==> config.mk <==
export PLATFORM = sky130hd
export DESIGN_NAME = laser_scan_ctrl
export DESIGN_NICKNAME = d
export VERILOG_FILES = /design/src/rtl/laser_pkg.sv /design/src/rtl/laser_win_gen.sv /design/src/rtl/laser_scan_ctrl.sv
export SDC_FILE = /design/constraint.sdc
export NUM_CORES = 1
export LEC_CHECK = 0
export BUFFER_PORTS_ARGS = -buffer_cell sky130_fd_sc_hd__buf_4
export CORE_AREA = 5 5 125 127
export CTS_CLUSTER_DIAMETER = 120
export DETAILED_ROUTE_END_ITERATION = 8
export DIE_AREA = 0 0 130 132
export PLACE_DENSITY_LB_ADDON = 0.25
export SLEW_MARGIN = 20
export SYNTH_ARGS = -nofsm -noshare
export SYNTH_HDL_FRONTEND = slang
export SYNTH_SLANG_ARGS = --single-unit
export TNS_END_PERCENT = 30
==> constraint.sdc <==
create_clock -name CLK -period 3.9 [get_ports CLK]
set_input_delay 0 -clock CLK [delete_from_list [all_inputs] [get_ports CLK]]
set_output_delay 0 -clock CLK [all_outputs]
set_load 0.05 [all_outputs]
==> src/rtl/laser_pkg.sv <==
// laser_pkg: shared widths, FSM state encoding, coordinate type and window-bound helpers.
package laser_pkg;

    localparam int unsigned COORD_W  = 4;
    localparam int unsigned CNT_W    = 6;
    localparam int unsigned NPTS     = 40;
    localparam int unsigned GRID_MAX = 15;

    typedef enum logic [2:0] {
        IDLE,
        SCAN1,
        SCAN2,
        REF1,
        REF2,
        FIN
    } state_t;

    typedef struct packed {
        logic [COORD_W-1:0] x;
        logic [COORD_W-1:0] y;
    } coord_t;

    // Lower window edge on one axis, clamped at 0.
    function automatic logic [COORD_W-1:0] axis_lo(input logic [COORD_W-1:0] c,
                                                   input logic [COORD_W-1:0] w);
        return (c > w) ? COORD_W'(c - w) : '0;
    endfunction

    // Upper window edge on one axis, clamped at the grid edge.
    function automatic logic [COORD_W-1:0] axis_hi(input logic [COORD_W-1:0] c,
                                                   input logic [COORD_W-1:0] w);
        logic [COORD_W:0] s;
        s = {1'b0, c} + {1'b0, w};
        return (s > (COORD_W+1)'(GRID_MAX)) ? COORD_W'(GRID_MAX) : s[COORD_W-1:0];
    endfunction

    function automatic coord_t win_lo(input coord_t c, input logic [COORD_W-1:0] w);
        return {axis_lo(c.x, w), axis_lo(c.y, w)};
    endfunction

    function automatic coord_t win_hi(input coord_t c, input logic [COORD_W-1:0] w);
        return {axis_hi(c.x, w), axis_hi(c.y, w)};
    endfunction

endpackage

==> src/rtl/laser_win_gen.sv <==
// laser_win_gen: raster generator over a rectangular window, x inner and y outer.
// load latches the bounds and restarts at lo; step advances one grid point.
module laser_win_gen
    import laser_pkg::*;
(
    input  logic   CLK,
    input  logic   RST,
    input  logic   load,
    input  logic   step,
    input  coord_t lo,
    input  coord_t hi,
    output coord_t pos,
    output logic   last_c
);

    coord_t lo_q;
    coord_t hi_q;

    // Bounds latch and raster position.
    always_ff @(posedge CLK or posedge RST) begin
        if (RST) begin
            lo_q <= '0;
            hi_q <= '0;
            pos  <= '0;
        end else if (load) begin
            lo_q <= lo;
            hi_q <= hi;
            pos  <= lo;
        end else if (step) begin
            if (pos.x == hi_q.x) begin
                pos.x <= lo_q.x;
                pos.y <= COORD_W'(pos.y + COORD_W'(1));
            end else begin
                pos.x <= COORD_W'(pos.x + COORD_W'(1));
            end
        end
    end

    assign last_c = (pos.x == hi_q.x) && (pos.y == hi_q.y);

endmodule

==> src/rtl/laser_scan_ctrl.sv <==
// laser_scan_ctrl: two-circle coverage search sequencer (scan, then alternating refinement).
// Build option LASER_EARLY_EXIT_EN: finish on a pass with no gain or on full coverage.
module laser_scan_ctrl
    import laser_pkg::*;
#(
    parameter int unsigned WIN      = 3,
    parameter int unsigned MAX_PASS = 4
) (
    input  logic               CLK,
    input  logic               RST,
    input  logic               START,
    output logic               BUSY,
    output logic               DONE,
    output logic               EVAL_VALID,
    input  logic               EVAL_READY,
    output logic [COORD_W-1:0] EVAL_CX,
    output logic [COORD_W-1:0] EVAL_CY,
    output logic [COORD_W-1:0] EVAL_FX,
    output logic [COORD_W-1:0] EVAL_FY,
    output logic               EVAL_USE_FIXED,
    input  logic               RES_VALID,
    input  logic [CNT_W-1:0]   RES_COUNT,
    output logic [COORD_W-1:0] C1X,
    output logic [COORD_W-1:0] C1Y,
    output logic [COORD_W-1:0] C2X,
    output logic [COORD_W-1:0] C2Y,
    output logic [CNT_W-1:0]   BEST_CNT
);

    localparam int unsigned PASS_W = 4;
    localparam logic [COORD_W-1:0] WIN_C    = COORD_W'(WIN);
    localparam logic [PASS_W-1:0]  PASS_C   = PASS_W'(MAX_PASS);
    localparam logic [CNT_W-1:0]   FULL_CNT = CNT_W'(NPTS);
    localparam coord_t GRID_LO = '0;
    localparam coord_t GRID_HI = {COORD_W'(GRID_MAX), COORD_W'(GRID_MAX)};
`ifdef LASER_EARLY_EXIT_EN
    localparam bit EARLY_EXIT = 1'b1;
`else
    localparam bit EARLY_EXIT = 1'b0;
`endif

    state_t            state, state_n;
    coord_t            c1, c1_n, c2, c2_n, fix, fix_n;
    logic [CNT_W-1:0]  c1_cnt, c1_cnt_n, best, best_n, prev_best, prev_best_n;
    logic [PASS_W-1:0] pass_cnt, pass_n;
    logic              eval_valid, eval_valid_n, waiting, waiting_n;
    logic              use_fixed, use_fixed_n, busy, busy_n, done, done_n;
    logic              gen_load, gen_step, gen_last_c, stop_now, pass_stop;
    coord_t            gen_lo, gen_hi, cand;

    laser_win_gen u_win (
        .CLK    (CLK),
        .RST    (RST),
        .load   (gen_load),
        .step   (gen_step),
        .lo     (gen_lo),
        .hi     (gen_hi),
        .pos    (cand),
        .last_c (gen_last_c)
    );

    // State and datapath registers.
    always_ff @(posedge CLK or posedge RST) begin
        if (RST) begin
            state      <= IDLE;
            c1         <= '0;
            c2         <= '0;
            fix        <= '0;
            c1_cnt     <= '0;
            best       <= '0;
            prev_best  <= '0;
            pass_cnt   <= '0;
            eval_valid <= 1'b0;
            waiting    <= 1'b0;
            use_fixed  <= 1'b0;
            busy       <= 1'b0;
            done       <= 1'b0;
        end else begin
            state      <= state_n;
            c1         <= c1_n;
            c2         <= c2_n;
            fix        <= fix_n;
            c1_cnt     <= c1_cnt_n;
            best       <= best_n;
            prev_best  <= prev_best_n;
            pass_cnt   <= pass_n;
            eval_valid <= eval_valid_n;
            waiting    <= waiting_n;
            use_fixed  <= use_fixed_n;
            busy       <= busy_n;
            done       <= done_n;
        end
    end

    // Next-state: handshake, best-centre tracking and phase sequencing.
    always_comb begin
        state_n      = state;
        c1_n         = c1;
        c2_n         = c2;
        fix_n        = fix;
        c1_cnt_n     = c1_cnt;
        best_n       = best;
        prev_best_n  = prev_best;
        pass_n       = pass_cnt;
        eval_valid_n = eval_valid;
        waiting_n    = waiting;
        use_fixed_n  = use_fixed;
        busy_n       = busy;
        done_n       = 1'b0;
        gen_load     = 1'b0;
        gen_step     = 1'b0;
        gen_lo       = GRID_LO;
        gen_hi       = GRID_HI;
        stop_now     = 1'b0;
        pass_stop    = 1'b0;

        unique case (state)
            IDLE: begin
                if (START) begin
                    state_n      = SCAN1;
                    busy_n       = 1'b1;
                    eval_valid_n = 1'b1;
                    c1_cnt_n     = '0;
                    best_n       = '0;
                    prev_best_n  = '0;
                    pass_n       = '0;
                    use_fixed_n  = 1'b0;
                    fix_n        = '0;
                    gen_load     = 1'b1;
                end
            end
            FIN: begin
                state_n = IDLE;
                busy_n  = 1'b0;
            end
            default: begin
                if (eval_valid && EVAL_READY) begin
                    eval_valid_n = 1'b0;
                    waiting_n    = 1'b1;
                end else if (waiting && RES_VALID) begin
                    waiting_n = 1'b0;
                    if (state == SCAN1) begin
                        if (RES_COUNT >= c1_cnt) begin
                            c1_n     = cand;
                            c1_cnt_n = RES_COUNT;
                        end
                    end else if (RES_COUNT >= best) begin
                        best_n = RES_COUNT;
                        if (state == SCAN2 || state == REF2) begin
                            c2_n = cand;
                        end else begin
                            c1_n = cand;
                        end
                    end
                    // A full-coverage result is always recorded, so it can end the search.
                    stop_now = EARLY_EXIT && (RES_COUNT == FULL_CNT);
                    if (stop_now) begin
                        best_n  = RES_COUNT;
                        state_n = FIN;
                        done_n  = 1'b1;
                    end else if (!gen_last_c) begin
                        gen_step     = 1'b1;
                        eval_valid_n = 1'b1;
                    end else begin
                        eval_valid_n = 1'b1;
                        gen_load     = 1'b1;
                        case (state)
                            SCAN1: begin
                                state_n     = SCAN2;
                                fix_n       = c1_n;
                                use_fixed_n = 1'b1;
                            end
                            SCAN2: begin
                                state_n     = REF1;
                                prev_best_n = best_n;
                                fix_n       = c2_n;
                                gen_lo      = win_lo(c1_n, WIN_C);
                                gen_hi      = win_hi(c1_n, WIN_C);
                            end
                            REF1: begin
                                state_n = REF2;
                                fix_n   = c1_n;
                                gen_lo  = win_lo(c2_n, WIN_C);
                                gen_hi  = win_hi(c2_n, WIN_C);
                            end
                            default: begin
                                pass_n      = PASS_W'(pass_cnt + PASS_W'(1));
                                prev_best_n = best_n;
                                pass_stop   = (pass_n == PASS_C) ||
                                              (EARLY_EXIT && ((best_n == prev_best) ||
                                                              (best_n == FULL_CNT)));
                                if (pass_stop) begin
                                    state_n      = FIN;
                                    done_n       = 1'b1;
                                    eval_valid_n = 1'b0;
                                    gen_load     = 1'b0;
                                end else begin
                                    state_n = REF1;
                                    fix_n   = c2_n;
                                    gen_lo  = win_lo(c1_n, WIN_C);
                                    gen_hi  = win_hi(c1_n, WIN_C);
                                end
                            end
                        endcase
                    end
                end
            end
        endcase
    end

    assign BUSY           = busy;
    assign DONE           = done;
    assign EVAL_VALID     = eval_valid;
    assign EVAL_CX        = cand.x;
    assign EVAL_CY        = cand.y;
    assign EVAL_FX        = fix.x;
    assign EVAL_FY        = fix.y;
    assign EVAL_USE_FIXED = use_fixed;
    assign C1X            = c1.x;
    assign C1Y            = c1.y;
    assign C2X            = c2.x;
    assign C2Y            = c2.y;
    assign BEST_CNT       = best;

endmodule
Word-level counts from Yosys, hierarchy flattened
Index checks and enable logic that the tools add are counted.
Word-level totals
  bits in registers: 68
  logic and storage cells: 188
Cells by class
  add/subtract/negate cells: 11
  $lt $le $gt $ge: 10
  equality and inequality tests: 14
  multiplexer cells: 99
  bitwise logic cells: 3
  reduce and logical (&&, ||, !) cells: 31
Operators with widths (count)
  $mux 8: 30
  $mux 4: 15
  $mux 6: 9
  $pmux 8 s3: 2
  $pmux 8 s2: 2
  $reduce_and 6->1: 5
  $mux 1: 27
  $pmux 6 s2: 2
  $add 4x2->5 const B: 4
  $gt 5x4->1 const B: 4
  $reduce_bool 2->1: 9
  $gt 4x2->1 const B: 4
  $sub 4x2->4 const B: 4
  $mux 3: 5
  $add 4x1->4 const B: 3
  $ge 6x6->1: 2
  $pmux 3 s3: 1
  $reduce_bool 3->1: 3
  $eq 4x4->1: 2
  $pmux 1 s2: 4
  $pmux 4 s2: 1
  $eq 3x2->1 const B: 2
  $eq 3x3->1 const B: 2
  $ne 2x1->1 const B: 3
  other kinds (15): 23

Logic depth before layout (Yosys ltp)
  depth in word-level cells: 17
  depth in mapped cells: 15
  depth with buffers taken out: 14

By module
From an unflattened synthesis, not the netlist that was laid out.
Second synthesis, totals
  cell total of the unflattened synthesis: 574
  area total of the unflattened synthesis: 4908.5 sq um
Modules (own cells, without submodules)
  laser_scan_ctrl: times used 1, cells an instance 478, area each 3863.7 sq um, sequential area each 1201.2 sq um
  laser_win_gen: times used 1, cells an instance 96, area each 1044.8 sq um, sequential area each 500.5 sq um

Least setup slack after synthesis
Ideal clock, no wire load.
  path type: reg2reg
  start: register best[0], in the netlist BEST_CNT[0]
  end: register u_win.pos[2] (netlist name)
  setup time: 0.126 ns
  data arrival time: 3.166 ns
  required time: 3.774 ns
  setup slack: 0.608 ns
  stages on the path, launching flop included: 15
  path buffers: 1
  period minus slack after synthesis: 3.292 ns
  cell sequence: dfrtp_1 -> ha_1 -> nand2b_1 -> a211oi_1 -> o22ai_1 -> nand2_1 -> buf_2 -> mux2i_1 -> inv_1 -> ha_1 -> nand2b_1 -> a211oi_1 -> nor2_1 -> a41oi_1 -> o2bb2ai_1
Between the ends
  word-level cells in the longest chain between the ends: 15
Ends and longest elaborated chain
  start, declared: line laser_scan_ctrl.sv:44  | logic [CNT_W-1:0] c1_cnt, c1_cnt_n, best, best_n, prev_best, prev_best_n;
  start signal, assigned: line laser_scan_ctrl.sv:84  | best <= best_n;
  $ge 6x6->1 (*): line laser_scan_ctrl.sv:147  | end else if (RES_COUNT >= best) begin
  $mux 8: line laser_scan_ctrl.sv:147
  $mux 8: line laser_scan_ctrl.sv:142  | if (state == SCAN1) begin
  $mux 8: line laser_scan_ctrl.sv:140  | end else if (waiting && RES_VALID) begin
  $mux 8: line laser_scan_ctrl.sv:137  | if (eval_valid && EVAL_READY) begin
  $mux 8: line laser_scan_ctrl.sv:117  | unique case (state)
  $sub 4x2->4 / $gt 4x2->1 (equally long branches): line laser_pkg.sv:26  | return (c > w) ? COORD_W'(c - w) : '0;
  $mux 4: line laser_pkg.sv:26
  $mux 8: line laser_scan_ctrl.sv:192  | if (pass_stop) begin
  $pmux 8 s3 (*): line laser_scan_ctrl.sv:167  | case (state)
  $mux 8 (*): line laser_scan_ctrl.sv:161  | end else if (!gen_last_c) begin
  $mux 8 (*): line laser_scan_ctrl.sv:140
  $mux 8 (*): line laser_scan_ctrl.sv:137
  $mux 8 (*): line laser_scan_ctrl.sv:117
  $mux 8 (*): line laser_win_gen.sv:25  | end else if (load) begin
  end signal, assigned: line laser_win_gen.sv:28  | pos <= lo;
  end, declared: line laser_win_gen.sv:12  | output coord_t pos,
Every way passes the cells marked *; elsewhere a longest branch is shown, timed or not. The select of a mux whose other input is x is not followed.
A chain may end at the register's enable or synchronous reset.

Worst setup path after layout
Ends and elaborated chain as after synthesis.

==> flow_metrics.py <==
metrics = {
    "timing": {
        "fmax_ghz": 0.296,
        "hold_viol_final": 0,
        "fin_skew_ns": 0.00515,
        "slew_viol_final": 0,
        "setup_viol_count_final": 0,
        "finalCritPeriodShare": 0.866,
        "finalCriticalPeriod_ns": 3.38,
        "fin_setup_tns_ns": 0,
        "rsz0062_at_grt": "false",
        "worst_pin_slew_ns": 0.925,
        "slew_headroom": 0.383,
        "hold_slack_ns": 0.0326,
    },
    "logic_synthesis": {
        "syn-num-nets": 595,
        "synth_top_area_share": 0.347,
        "synth_area_sq_mm": 0.00490,
        "synth_top_cell_by_area": "dfrtp_1",
        "ys_ff_latch": 68,
        "yosysMostFrequentCell": "dfrtp_1",
        "ys.warnings.count": 0,
        "synth_cell_types": 71,
        "synthTopCellsByArea": "dfrtp_1 (35%), ha_1 (6.9%), o21ai_0 (5.4%), mux2i_1 (5.3%), nand2_1 (5.1%)",
        "syn-mean-instance-area_sq_um": 8.80,
        "async_reset_ff_frac": 1.00,
        "synth_common_cells": "dfrtp_1 (68), nand2_1 (66), o21ai_0 (53)",
        "synth_edf_count": 0,
        "yosysSeqAreaShare": 0.347,
        "syn_inst": 557,
        "synth-main-ff-cell": "dfrtp_1",
    },
    "place": {
        "dp.final_hpwl_mm": 11.1,
        "dp.cells": 777,
        "gp_congestion": 0.927,
        "port_buffers": 52,
    },
    "grt": {
        "grt_pass1_wl_mm": 24.3,
        "overflow": 0,
        "grt_pass1_vias": 4464,
        "grt_max_degree": 43,
        "grtUsageTotal": 0.180,
        "antenna_found_initial": 0,
    },
    "worst_hold_path": {
        "holdCritPathClass": "input pin to flip-flop",
    },
    "detailed_routing": {
        "drc": 0,
        "vias_per_cell": 5.51,
        "first_pass_iters": 5,
        "wl_per_cell_microns": 18.8,
        "drt.antenna.violating_nets": 0,
        "vias": 4383,
        "drt-total-wl_mm": 14.9,
        "drt_iter0_drc": 443,
    },
    "clock_network": {
        "postCtsSetupBuffers": 0,
        "cts_resized": 0,
        "path_clk_slew_ns": 0.05,
        "numClockSinks": 68,
        "clock_latency_ns": 0.34,
        "ctsHtreeMaxLevel": 3,
        "cts_tree": "done",
        "numCtsBuffers": 9,
        "clk_path_buf_depth": 2,
        "cts_root_buf": "clkbuf_16",
    },
    "critical_path": {
        "path_cells": "ha_1, nand2b_1, a211oi_1, o22ai_1, nand2_1, mux2i_1, inv_1, ha_1, nand2b_1, a211oi_1, nor2_1, a41oi_1, o2bb2ai_1",
        "max_stage_delay_ns": 0.49,
        "worst-path-buf-inv": 1,
        "cp-end-kind": "flip-flop",
        "worst_ep_required_time_ns": 4.12,
        "path_class": "flip-flop to flip-flop",
        "crit_family": "compound AO/OA/AOI/OAI gates",
        "arrival_ns": 3.59,
        "start_kind": "flip-flop",
        "slowest_stage": "mux2i_1",
        "cp_max_fo": 8,
    },
    "floorplan": {
        "initial_core_util": 0.342,
        "core_area_sq_mm": 0.0143,
        "dieArea_sq_mm": 0.0172,
        "die-width_microns": 130,
        "rows": 44,
        "boundaryPins": 53,
        "die_h_microns": 132,
    },
    "cells_and_area": {
        "drive_gt1_frac": 0.188,
        "num-nets-final": 645,
        "syn2layout_area_growth_pct": 18.8,
        "final_util": 0.407,
        "final_cells": 795,
        "diodes": 0,
    },
    "run": {
        "drv_cap": 0,
    },
    "power_and_ir_drop": {
        "powerDensity_mw_per_mm2": 274,
        "peakVddDrop_mv": 0.183,
        "leakage_nw": 2.71,
    },
    "status": {
        "status": "completed",
    },
}
power by group:
part / switching, W / leakage [nW] / internal [W]
sequential: 0 / 0.877 / 0.000706
clock: 0.000302 / 0.149 / 0.000544
combinational: 0.0000277 / 1.69 / 0.0000157
cell families (layout without fill, tap and decap cells):
kind of cell | after synthesis | count (layout) | share of synthesized area
buffers and inverters | 54 | 108 | 0.0477
AND/OR/NAND/NOR | 190 | 190 | 0.190
multiplexers | 42 | 42 | 0.100
XOR/XNOR | 14 | 14 | 0.0250
flip-flops | 68 | 68 | 0.347
AO/OA/AOI/OAI | 162 | 162 | 0.221
adder cells (fa/ha/maj) | 27 | 27 | 0.0689
through the flow:
step / instance area, sq um / total power (W) / setup WS (ns)
2_1_floorplan: 4900 / 0.000741 / 0.608
3_3_place_gp: 5490 / 0.000761 / 0.623
3_5_place_dp: 5490 / 0.000761 / 0.557
4_1_cts: 5820 / 0.00162 / 0.542
5_1_grt: 5820 / 0.00165 / 0.293
6_report: 5820 / 0.00160 / 0.523
cells in the final DEF, fill, tap and decap left out, types with 6 or more instances in the layout:
cell / synthesis / routed
a31oi_1: 8 / 8
nand3_1: 11 / 11
dfrtp_1: 68 / 68
clkbuf_16: 0 / 9
nor2_1: 45 / 45
xnor2_1: 9 / 9
ha_1: 27 / 27
o21ai_0: 53 / 52
a22o_1: 6 / 6
mux2i_1: 26 / 26
nand2_1: 66 / 66
a21oi_1: 27 / 27
a211oi_1: 7 / 7
mux2_2: 8 / 8
inv_1: 22 / 21
o22ai_1: 6 / 6
buf_4: 3 / 67
a41oi_1: 6 / 6
nor2b_1: 13 / 13
and2_1: 7 / 7
nand4_1: 6 / 6
nand2b_1: 15 / 15
repair_timing:
| action | CTS | global route |
|---|---|---|
| endpoints found under the hold margin | 42 | 0 |
| hold buffers | 3 | 0 |
| endpoints found under the setup margin | 0 | 0 |
sequential cells by signal, summed over array words and instances (netlist names), 6 cells and up:
signal	cells
c1_cnt	6
u_win.pos	8
BEST_CNT	6
u_win.hi_q	8
layout make-up:
cell class	count	area, sq um
clock buffer	14	274
multi-input combinational	435	2970
tap	184	230
clock inverter	1	30.0
sequential	68	1700
fill	1481	8490
inverter	23	86.3
timing repair buffer	70	533
worst paths after layout:
check | from | endpoint | slack [ns] | cells past startpoint
max | BEST_CNT[0]$_DFFE_PP0P_ | u_win.pos[2]$_DFFE_PP0P_ | 0.52 | 13
min | START | pass_cnt[0]$_DFFE_PP0P_ | 0.03 | 4
max reg2reg | BEST_CNT[0]$_DFFE_PP0P_ | u_win.pos[2]$_DFFE_PP0P_ | 0.52 | 13
min reg2reg | u_win.lo_q[6]$_DFFE_PP0P_ | u_win.lo_q[6]$_DFFE_PP0P_ | 0.49 | 2
max in group asynchronous | RST | C1X[1]$_DFFE_PP0P_ | 2.56 | 4
min in group asynchronous | RST | c1_cnt[5]$_DFFE_PP0P_ | 0.44 | 3
worst register-to-register path, cell delays in order (launching register included):
cell,delay [ns]
dfrtp_1,0.40
ha_1,0.27
nand2b_1,0.14
a211oi_1,0.29
o22ai_1,0.21
nand2_1,0.37
mux2i_1,0.49
inv_1,0.13
ha_1,0.26
nand2b_1,0.15
a211oi_1,0.20
nor2_1,0.06
a41oi_1,0.21
o2bb2ai_1,0.08
routing by layer:
layer,track usage,up-vias,share of wire
li1,-,2113,-
met1,0.254,2117,0.47
met2,0.275,131,0.46
met3,0.0348,22,0.052
met4,0.0658,0,0.021
met5,0,-,0
No activity file was read; power rests on OpenSTA's default activity.
